## config.mk

```make
export PLATFORM = sky130hd
export DESIGN_NAME = capture_dump
export DESIGN_NICKNAME = d
export VERILOG_FILES = /design/src/rtl/capture_dump_pkg.sv /design/src/rtl/capture_ring_ram.sv /design/src/rtl/capture_dump.sv
export SDC_FILE = /design/constraint.sdc
export NUM_CORES = 2
export LEC_CHECK = 0
export ABC_AREA = 0
export CAP_MARGIN = 20
export CELL_PAD_IN_SITES_DETAIL_PLACEMENT = 1
export CELL_PAD_IN_SITES_GLOBAL_PLACEMENT = 1
export CORE_MARGIN = 2
export CORE_UTILIZATION = 45
export DETAILED_ROUTE_END_ITERATION = 16
export PLACE_DENSITY = 0.75
export SLEW_MARGIN = 10
export SYNTH_ARGS = -nofsm -noshare
export SYNTH_HDL_FRONTEND = slang
export SYNTH_MEMORY_MAX_BITS = 65536
export SYNTH_SLANG_ARGS = --single-unit
```

## constraint.sdc

```tcl
create_clock -name clk -period 8.7 [get_ports clk]
set_input_delay 1.74 -clock clk [delete_from_list [all_inputs] [get_ports clk]]
set_output_delay 1.74 -clock clk [all_outputs]
set_load 0.005 [all_outputs]
```

## src/rtl/capture_dump_pkg.sv

```systemverilog
// Shared types and helpers for the capture_dump logic-capture block.
// The header-related enum member exists only when CAPTURE_DUMP_HEADER_EN is defined.
package capture_dump_pkg;

  typedef enum logic [2:0] {
    FILL    = 3'd0,
    POST    = 3'd1,
    DUMP_RD = 3'd2,
    DUMP_TX = 3'd3,
    WAIT_HI = 3'd4,
    WAIT_LO = 3'd5
`ifdef CAPTURE_DUMP_HEADER_EN
    , HDR   = 3'd6
`endif
  } state_t;

  localparam logic [7:0] HDR_SYNC = 8'hA5;
  localparam int         HDR_LEN  = 4;

  // Bytes needed to carry one packed RAM word, top byte zero-padded.
  function automatic int calc_bpw(input int mw);
    return (mw + 7) / 8;
  endfunction

endpackage

```

## src/rtl/capture_ring_ram.sv

```systemverilog
// Simple dual-port ring RAM with a registered read port (one-cycle latency).
module capture_ring_ram #(
  parameter int MW = 16,
  parameter int AW = 8
) (
  input  logic          clk,
  input  logic          we_i,
  input  logic [AW-1:0] waddr_i,
  input  logic [MW-1:0] wdata_i,
  input  logic [AW-1:0] raddr_i,
  output logic [MW-1:0] rdata_o
);

  logic [MW-1:0] mem [2**AW];
  logic [MW-1:0] rdata_q;

  always_ff @(posedge clk) begin
    if (we_i) mem[waddr_i] <= wdata_i;
    rdata_q <= mem[raddr_i];
  end

  assign rdata_o = rdata_q;

endmodule

```

## src/rtl/capture_dump.sv

```systemverilog
// Multi-channel pre/post-trigger capture into a ring RAM, dumped oldest-first as UART bytes.
// Optional 4-byte dump header is enabled by defining CAPTURE_DUMP_HEADER_EN.
module capture_dump
  import capture_dump_pkg::*;
#(
  parameter int CH         = 1,
  parameter int WORD_W     = 16,
  parameter int DEPTH_LOG2 = 8,
  parameter int POST_WORDS = 128,
  parameter int DECIM      = 1
) (
  input  logic          clk,
  input  logic          rst,
  input  logic [CH-1:0] sig,
  input  logic          trig,
  output logic [7:0]    tx_dat,
  output logic          tx_start,
  input  logic          tx_busy,
  output logic          dumping,
  output logic          done
);

  localparam int MW    = CH * WORD_W;
  localparam int BPW   = calc_bpw(MW);
  localparam int DEPTH = 2**DEPTH_LOG2;
  localparam int DW    = (DECIM > 1) ? $clog2(DECIM) : 1;
  localparam int SW    = (WORD_W > 1) ? $clog2(WORD_W) : 1;
`ifdef CAPTURE_DUMP_HEADER_EN
  localparam int NB    = (BPW > HDR_LEN) ? BPW : HDR_LEN;
`else
  localparam int NB    = BPW;
`endif
  localparam int BW    = (NB > 1) ? $clog2(NB) : 1;
  localparam int CW    = DEPTH_LOG2 + 1;

  logic [DW-1:0]     dec_q;
  logic [SW-1:0]     smp_q;
  logic              wstb_q;
  logic [WORD_W-1:0] shreg_q [CH];
  logic [MW-1:0]     word_pack;
  logic              smp_en;

  assign smp_en = (dec_q == '0);

  always_ff @(posedge clk) begin
    if (rst) begin
      dec_q  <= '0;
      smp_q  <= '0;
      wstb_q <= 1'b0;
    end else begin
      dec_q  <= (dec_q == DW'(DECIM - 1)) ? '0 : dec_q + 1'b1;
      wstb_q <= smp_en && (smp_q == SW'(WORD_W - 1));
      if (smp_en) smp_q <= (smp_q == SW'(WORD_W - 1)) ? '0 : smp_q + 1'b1;
    end
  end

  // Shift registers carry sample data only; they need no reset.
  always_ff @(posedge clk) begin
    if (smp_en) begin
      for (int c = 0; c < CH; c++) shreg_q[c] <= {shreg_q[c][WORD_W-2:0], sig[c]};
    end
  end

  always_comb begin
    word_pack = '0;
    for (int c = 0; c < CH; c++) word_pack[c*WORD_W +: WORD_W] = shreg_q[c];
  end

  state_t              state_q, state_d;
  logic                trig_q;
  logic [DEPTH_LOG2-1:0] wr_ptr_q, wr_ptr_d, rd_ptr_q, rd_ptr_d;
  logic [CW-1:0]       post_cnt_q, post_cnt_d, words_left_q, words_left_d;
  logic [BW-1:0]       byte_idx_q, byte_idx_d;
  logic                rd_ph_q, rd_ph_d;
  logic [7:0]          tx_dat_q, tx_dat_d;
  logic                tx_start_q, tx_start_d, done_q, done_d;
  logic [MW-1:0]       word_q, word_d, ram_rdata;
  logic [BPW*8-1:0]    word_pad;
  logic [7:0]          data_byte;
  logic                ram_we;
`ifdef CAPTURE_DUMP_HEADER_EN
  logic                hdr_q, hdr_d;
  logic [7:0]          hdr_byte;
`endif

  capture_ring_ram #(.MW(MW), .AW(DEPTH_LOG2)) u_ram (
    .clk     (clk),
    .we_i    (ram_we),
    .waddr_i (wr_ptr_q),
    .wdata_i (word_pack),
    .raddr_i (rd_ptr_q),
    .rdata_o (ram_rdata)
  );

  assign word_pad  = (BPW*8)'(word_q);
  assign data_byte = 8'(word_pad >> {byte_idx_q, 3'b000});
  assign ram_we    = wstb_q && ((state_q == FILL) || (state_q == POST));

`ifdef CAPTURE_DUMP_HEADER_EN
  always_comb begin
    case (byte_idx_q)
      BW'(0):  hdr_byte = HDR_SYNC;
      BW'(1):  hdr_byte = 8'(CH);
      BW'(2):  hdr_byte = 8'(WORD_W);
      default: hdr_byte = 8'(DEPTH_LOG2);
    endcase
  end
`endif

  always_comb begin
    state_d      = state_q;
    wr_ptr_d     = ram_we ? wr_ptr_q + 1'b1 : wr_ptr_q;
    rd_ptr_d     = rd_ptr_q;
    post_cnt_d   = post_cnt_q;
    words_left_d = words_left_q;
    byte_idx_d   = byte_idx_q;
    rd_ph_d      = rd_ph_q;
    tx_dat_d     = tx_dat_q;
    tx_start_d   = 1'b0;
    done_d       = 1'b0;
    word_d       = word_q;
`ifdef CAPTURE_DUMP_HEADER_EN
    hdr_d        = hdr_q;
`endif
    case (state_q)
      FILL: begin
        if (trig && !trig_q) begin
          state_d    = POST;
          post_cnt_d = '0;
        end
      end
      POST: begin
        if (ram_we) begin
          post_cnt_d = post_cnt_q + 1'b1;
          if (post_cnt_d == CW'(POST_WORDS)) begin
            // The slot after the final post-trigger write holds the oldest word.
            rd_ptr_d     = wr_ptr_q + 1'b1;
            words_left_d = CW'(DEPTH);
            byte_idx_d   = '0;
            rd_ph_d      = 1'b0;
`ifdef CAPTURE_DUMP_HEADER_EN
            hdr_d        = 1'b1;
            state_d      = HDR;
`else
            state_d      = DUMP_RD;
`endif
          end
        end
      end
`ifdef CAPTURE_DUMP_HEADER_EN
      HDR: begin
        if (!tx_busy) begin
          tx_dat_d   = hdr_byte;
          tx_start_d = 1'b1;
          state_d    = WAIT_HI;
        end
      end
`endif
      DUMP_RD: begin
        if (!rd_ph_q) begin
          rd_ph_d = 1'b1;
        end else begin
          rd_ph_d    = 1'b0;
          word_d     = ram_rdata;
          byte_idx_d = '0;
          state_d    = DUMP_TX;
        end
      end
      DUMP_TX: begin
        if (!tx_busy) begin
          tx_dat_d   = data_byte;
          tx_start_d = 1'b1;
          state_d    = WAIT_HI;
        end
      end
      WAIT_HI: begin
        if (tx_busy) state_d = WAIT_LO;
      end
      WAIT_LO: begin
        if (!tx_busy) begin
`ifdef CAPTURE_DUMP_HEADER_EN
          if (hdr_q) begin
            if (byte_idx_q != BW'(HDR_LEN - 1)) begin
              byte_idx_d = byte_idx_q + 1'b1;
              state_d    = HDR;
            end else begin
              hdr_d      = 1'b0;
              byte_idx_d = '0;
              state_d    = DUMP_RD;
            end
          end else
`endif
          if (byte_idx_q != BW'(BPW - 1)) begin
            byte_idx_d = byte_idx_q + 1'b1;
            state_d    = DUMP_TX;
          end else begin
            rd_ptr_d     = rd_ptr_q + 1'b1;
            words_left_d = words_left_q - 1'b1;
            if (words_left_d == '0) begin
              done_d  = 1'b1;
              state_d = FILL;
            end else begin
              state_d = DUMP_RD;
            end
          end
        end
      end
      default: state_d = FILL;
    endcase
  end

  always_ff @(posedge clk) begin
    if (rst) begin
      state_q      <= FILL;
      trig_q       <= 1'b0;
      wr_ptr_q     <= '0;
      rd_ptr_q     <= '0;
      post_cnt_q   <= '0;
      words_left_q <= '0;
      byte_idx_q   <= '0;
      rd_ph_q      <= 1'b0;
      tx_dat_q     <= '0;
      tx_start_q   <= 1'b0;
      done_q       <= 1'b0;
`ifdef CAPTURE_DUMP_HEADER_EN
      hdr_q        <= 1'b0;
`endif
    end else begin
      state_q      <= state_d;
      trig_q       <= trig;
      wr_ptr_q     <= wr_ptr_d;
      rd_ptr_q     <= rd_ptr_d;
      post_cnt_q   <= post_cnt_d;
      words_left_q <= words_left_d;
      byte_idx_q   <= byte_idx_d;
      rd_ph_q      <= rd_ph_d;
      tx_dat_q     <= tx_dat_d;
      tx_start_q   <= tx_start_d;
      done_q       <= done_d;
`ifdef CAPTURE_DUMP_HEADER_EN
      hdr_q        <= hdr_d;
`endif
    end
  end

  always_ff @(posedge clk) word_q <= word_d;

  assign tx_dat   = tx_dat_q;
  assign tx_start = tx_start_q;
  assign done     = done_q;
  assign dumping  = (state_q != FILL) && (state_q != POST);

endmodule

```

Word level (Yosys, flattened, before mapping)
Memory sizes are Yosys's and may differ from the RTL's. A register that Yosys moved wholly into a read port is not among the register bits.
Index checks and enable logic that the tools add are counted.
{ "word_totals": {"register_bits": 72, "latchBits": 0, "ram_bits": 4112, "romBits": 0, "in_bits": 5, "output_inout_bits": 11, "wordCells": 106, "mem_count": 2} }
{ "op_classes": {"add_sub_neg": 7, "multipliers": 0, "div_mod_pow": 0, "order_cmp": 0, "eq_ne": 16, "shifts": 1, "n_mux": 37, "bitwise": 5, "n_reduce_logical": 23} }
{ "memory_table": {"columns": ["name", "depth", "width", "read_ports", "rd_clocked_by_memory_dff", "write_ports", "line", "text"], "rows": [
  ["u_ram.mem", 256, 16, 1, 1, 1, "capture_ring_ram.sv:14", "logic [MW-1:0] mem [2**AW];"],
  ["shreg_q", 1, 16, 1, 0, 1, "capture_dump.sv:39", "logic [WORD_W-1:0] shreg_q [CH];"]
]} }
{ "op_table": {"columns": ["cell", "n"], "rows": [
  ["$mux 9", 6],
  ["$pmux 9 s2", 2],
  ["$mux 8", 4],
  ["$mux 3", 7],
  ["$pmux 3 s6", 1],
  ["$add 8x1->8 const B", 2],
  ["$pmux 8 s2", 1],
  ["$shr 16x4->8", 1],
  ["$ne 2x2->1 const B", 6],
  ["$mux 1", 11],
  ["$reduce_and 5->1", 2],
  ["$add 9x1->9 const B", 1],
  ["$eq 9x8->1 const B", 1],
  ["$logic_not 9->1", 1],
  ["$sub 9x1->9 const B", 1],
  ["$reduce_and 7->1", 1],
  ["$eq 3x2->1 const B", 2],
  ["$eq 3x3->1 const B", 2],
  ["$reduce_and 3->1", 2],
  ["$reduce_bool 2->1", 3],
  ["$reduce_bool 3->1", 2],
  ["$not 1->1", 5],
  ["$add 4x1->4 const B", 1],
  ["$eq 4x4->1 const B", 1],
  ["other kinds (15)", 23]
]} }

Logic depth before layout (Yosys ltp)
{ "depth": {"ltp_word": 6, "depth_mapped": 13, "depth_no_buf": 9} }

Cells and area by module
Synthesis repeated with hierarchy kept, for this count alone.
{ "hier_totals": {"hier_cells": 7763, "area_unflattened_um2": 162716.1} }
{ "modules_own_cells": {"columns": ["mod", "n_inst", "cells_each", "area_each_um2", "seq_area_each_um2"], "rows": [
  ["capture_ring_ram", 1, 7360, 158714.7, 123318.3],
  ["capture_dump", 1, 403, 4001.3, 2082.0]
]} }

Worst setup path after synthesis
Ideal clock, no wire load.
{ "synth_timing": {"kind": "reg2reg", "startpoint": "memory shreg_q[0][9]", "endpoint": "memory shreg_q[0][10], data pin", "setup_ns": 0.820, "arrival_time_ns": 3.240, "required_ns": 7.880, "setup_slack_ns": 4.640, "stages_incl_launch_ff": 1, "path_buffers": 0, "period_less_slack_ns": 4.060, "cell_sequence": "edfxtp_1"} }
{ "synth_between": {"elab_chain_len": 1} }
{ "synth_lines": {"columns": ["element", "line"], "rows": [
  ["start: declaration", "capture_dump.sv:39"],
  ["$mem_v2 1x16", null]
]} }
No other way between the ends.

==> reports/qor.yml <==
final_layout:
  layout-drive-gt1-share_pct: 25.32
  fin_util_pct: 51.05
  layout_common_cells: "edfxtp_1, mux4_2, clkbuf_16, mux2i_1, buf_4"
  synthToLayoutAreaGrowth_pct: 12.87
  ff_latch_area_mm2: 0.1254
  multi_input_area_mm2: 0.03446
  fillCellCount: 31710
  num-nets-final: 7912
  final_common_cell: "edfxtp_1"
critical_path:
  startpoint_type: "register"
  reg2reg_from: "rd_ptr_q[1]$_SDFFE_PP0P_"
  crit_path_cell_trace: "buf_4, buf_4, mux4_2, mux4_2, nor2_1, a311oi_1, a211oi_1, o32ai_1"
  cp-end-kind: "register"
  path_max_fanout: 59
  r2r-end: "u_ram.rdata_o[9]$_DFF_P_"
  critPathKind: "reg -> reg"
  critPathSlowestCell: "a211oi_1"
  worstRegToRegCells: 8
  worst_ep_arrival_time_ns: 6.23
  cpPeakStageDelay_ns: 0.95
  r2r_slack_ns: 3.28
  crit_required_ns: 9.52
  crit_start: "rd_ptr_q[1]$_SDFFE_PP0P_"
  worstSetupEndpoint: "u_ram.rdata_o[9]$_DFF_P_"
power:
  p_clk_share_pct: 44.3
  sequentialPowerShare_pct: 54.5
  total_power_w: 0.04083
  pwr_density_cell_mw_per_mm2: 222.5
  combPwrFrac_pct: 1.2
  netSwitchingFraction_pct: 20.49
  ir_worst_vdd_uv: 165.7
  internal_power_w: 0.03246
  p_leak_nw: 55.72
  p_switching_w: 0.008368
synthesis:
  async_flop_share_pct: 0
  seq_area_frac_synth_pct: 77.12
  syn_nets: 7504
  ys.flop_type: "edfxtp_1"
  synth_cell_types: 78
  synthCells: 7489
  synth_edf_count: 4128
  synth-seq-cells: 4200
  postSynthAreaPerCell_um2: 21.71
  ys_warn_count: 0
  syn_area_mm2: 0.1626
sta:
  rsz0062_at_grt: "no"
  drv_slew: 60
  tns_ns: 0
  setup_violations: 0
  fin_crit_sh_pct: 62.26
  fin_skew_ns: 0.04829
  final_hold_viol_count: 0
  post-route-min-period_ns: 5.417
  worst_pin_slew_ns: 1.549
  setup_ws_ns: 3.283
  max_slew_margin_pct: -3.275
  fmax_mhz: 184.6
placed_design:
  place_hpwl_mm: 287.6
  place_ws_ns: 3.618
  portBuffers: 15
  gp_congestion: 0.8847
clock_tree:
  cts_max_level: 5
  cts.path.max_buffers: 4
  cts_buffers: 415
  postCtsSetupBuffers: 0
  path_clk_slew_ns: 0.07
  cts.sinks: 4200
  cts_tree: "yes"
  clockRootBuffer: "clkbuf_16"
  hold_buffers: 0
  clk_latency_ns: 0.99
  cts_resized: 0
global_route:
  grt_util_all_layers_pct: 27.01
  grt_overflow_total: 0
  grt_max_degree: 209
  grt_pass1_wl_mm: 694.7
  antenna_found_initial: 34
  grt_pass1_vias: 86900
route:
  vias: 85950
  drt-initial-drc-count: 14610
  drtPass1Iterations: 8
  drcViolationCount: 0
  wl_mm: 497.3
  viasPerCell: 6.591
  wl_per_cell_um: 38.14
  ant_nets: 0
status:
  violations: "slew limit"
  status: "complete, but fails checks"
floorplanning:
  core-area_mm2: 0.3595
  fp.dieH_um: 605.1
  dieArea_mm2: 0.3662
  die_w_um: 605.1
  start_util_pct: 45.23
  ioPinCount: 16
  row_count: 220
hold_path:
  hp-class: "reg -> reg"
flow_run:
  max_cap_violations: 0
worst min-delay path by stage:
stage	from	endpoint	slack (ns)	cells past startpoint
after CTS	u_ram.rdata_o[9]$_DFF_P_	word_pad[9]$_DFFE_PP_	0.41	0
after detailed placement	u_ram.rdata_o[12]$_DFF_P_	word_pad[12]$_DFFE_PP_	0.40	0
final	u_ram.rdata_o[12]$_DFF_P_	word_pad[12]$_DFFE_PP_	0.42	0
after global placement	u_ram.rdata_o[1]$_DFF_P_	word_pad[1]$_DFFE_PP_	0.39	0
after floorplan	u_ram.rdata_o[0]$_DFF_P_	word_pad[0]$_DFFE_PP_	0.39	0
after global routing	u_ram.rdata_o[9]$_DFF_P_	word_pad[9]$_DFFE_PP_	0.42	0
power by group through the flow:
stage	logic, W	registers, W	clock network [W]
after floorplan	0.0000719	0.0229	0
after global placement	0.000413	0.0227	0
after detailed placement	0.000461	0.0227	0
after CTS	0.000462	0.0222	0.0182
after global routing	0.000496	0.0222	0.0189
final	0.000473	0.0223	0.0181
per-stage QoR:
step | instances | cell area (um^2) | hold WS (ns)
floorplan | 7489 | 162600 | 0.3855
global placement | 12220 | 169400 | 0.3883
detailed placement | 12240 | 169600 | 0.4007
CTS | 13010 | 183300 | 0.4102
global route | 13030 | 183500 | 0.4223
finish | 13040 | 183500 | 0.4231
synthesized netlist by cell type, types with 11 or more instances:
cell type | instances | area, um^2
buf_1 | 20 | 75.07
a21oi_1 | 179 | 895.9
nand2_1 | 156 | 585.6
inv_1 | 16 | 60.06
nor2b_1 | 16 | 100.1
a31oi_1 | 38 | 237.7
buf_2 | 114 | 570.6
a311oi_1 | 14 | 122.6
nor3_1 | 30 | 150.1
mux4_1 | 38 | 998.5
and2_1 | 11 | 68.82
nand2b_1 | 11 | 68.82
mux4_2 | 927 | 20880
clkbuf_1 | 173 | 649.4
o22ai_1 | 38 | 237.7
a211oi_1 | 37 | 277.8
buf_8 | 37 | 555.5
o221ai_1 | 51 | 446.7
nor2_1 | 351 | 1318
dfxtp_1 | 72 | 1441
edfxtp_1 | 4128 | 124000
a22oi_1 | 72 | 540.5
buf_4 | 41 | 307.8
buf_6 | 55 | 619.3
o21ai_0 | 107 | 535.5
a221oi_1 | 76 | 665.6
a21o_1 | 15 | 112.6
o32ai_1 | 11 | 96.34
mux2i_1 | 397 | 3974
nand3_1 | 59 | 295.3
a22o_1 | 12 | 105.1
cell families (layout without fill, tap and decap cells):
logic type      Yosys count  count (layout)  synth area share [%]
flops                  4200            4200                 77.12
mux                    1365            1365                 15.92
compound gates          736             736                 3.092
simple gates            683             683                 1.794
buf+inv                 475            1240                 1.897
xor+xnor                 19              19                0.1023
fa+ha+maj                10              10               0.07694
other cells               1              15              0.002306
layer usage:
layer,share of wire [%],track usage (%),vias to the layer above
met3,12,7.029,1320
met1,36,36.08,45660
li1,-,-,32380
met2,46,41.51,6564
met5,0.027,0,-
met4,5.7,13.09,18
critical path, delay by kind of cell, from the launching register on:
kind            cells  cell delay, ns
compound gates      3            1.40
buf+inv             2            1.42
flops               1            0.82
mux                 2            0.98
simple gates        1            0.55
layout make-up:
class,instances,share of cell area [%]
sequential,4200,68.34
clock buffer,524,6.021
timing repair buffer,445,2.137
tap,4773,3.254
clock inverter,250,1.406
multi-input combinational,2814,18.77
inverter,21,0.05181
antenna,14,0.01909
sequential cells by signal (all words and copies together), names as in the netlist, 3 cells and up:
signal         count
wr_ptr_q           8
state_q            3
u_ram.mem       4096
smp_q              4
words_left_q       9
post_cnt_q         9
word_pad          16
tx_dat             8
u_ram.rdata_o     16
shreg_q           16
rd_ptr_q           8
(Power assumes the default switching activity.)
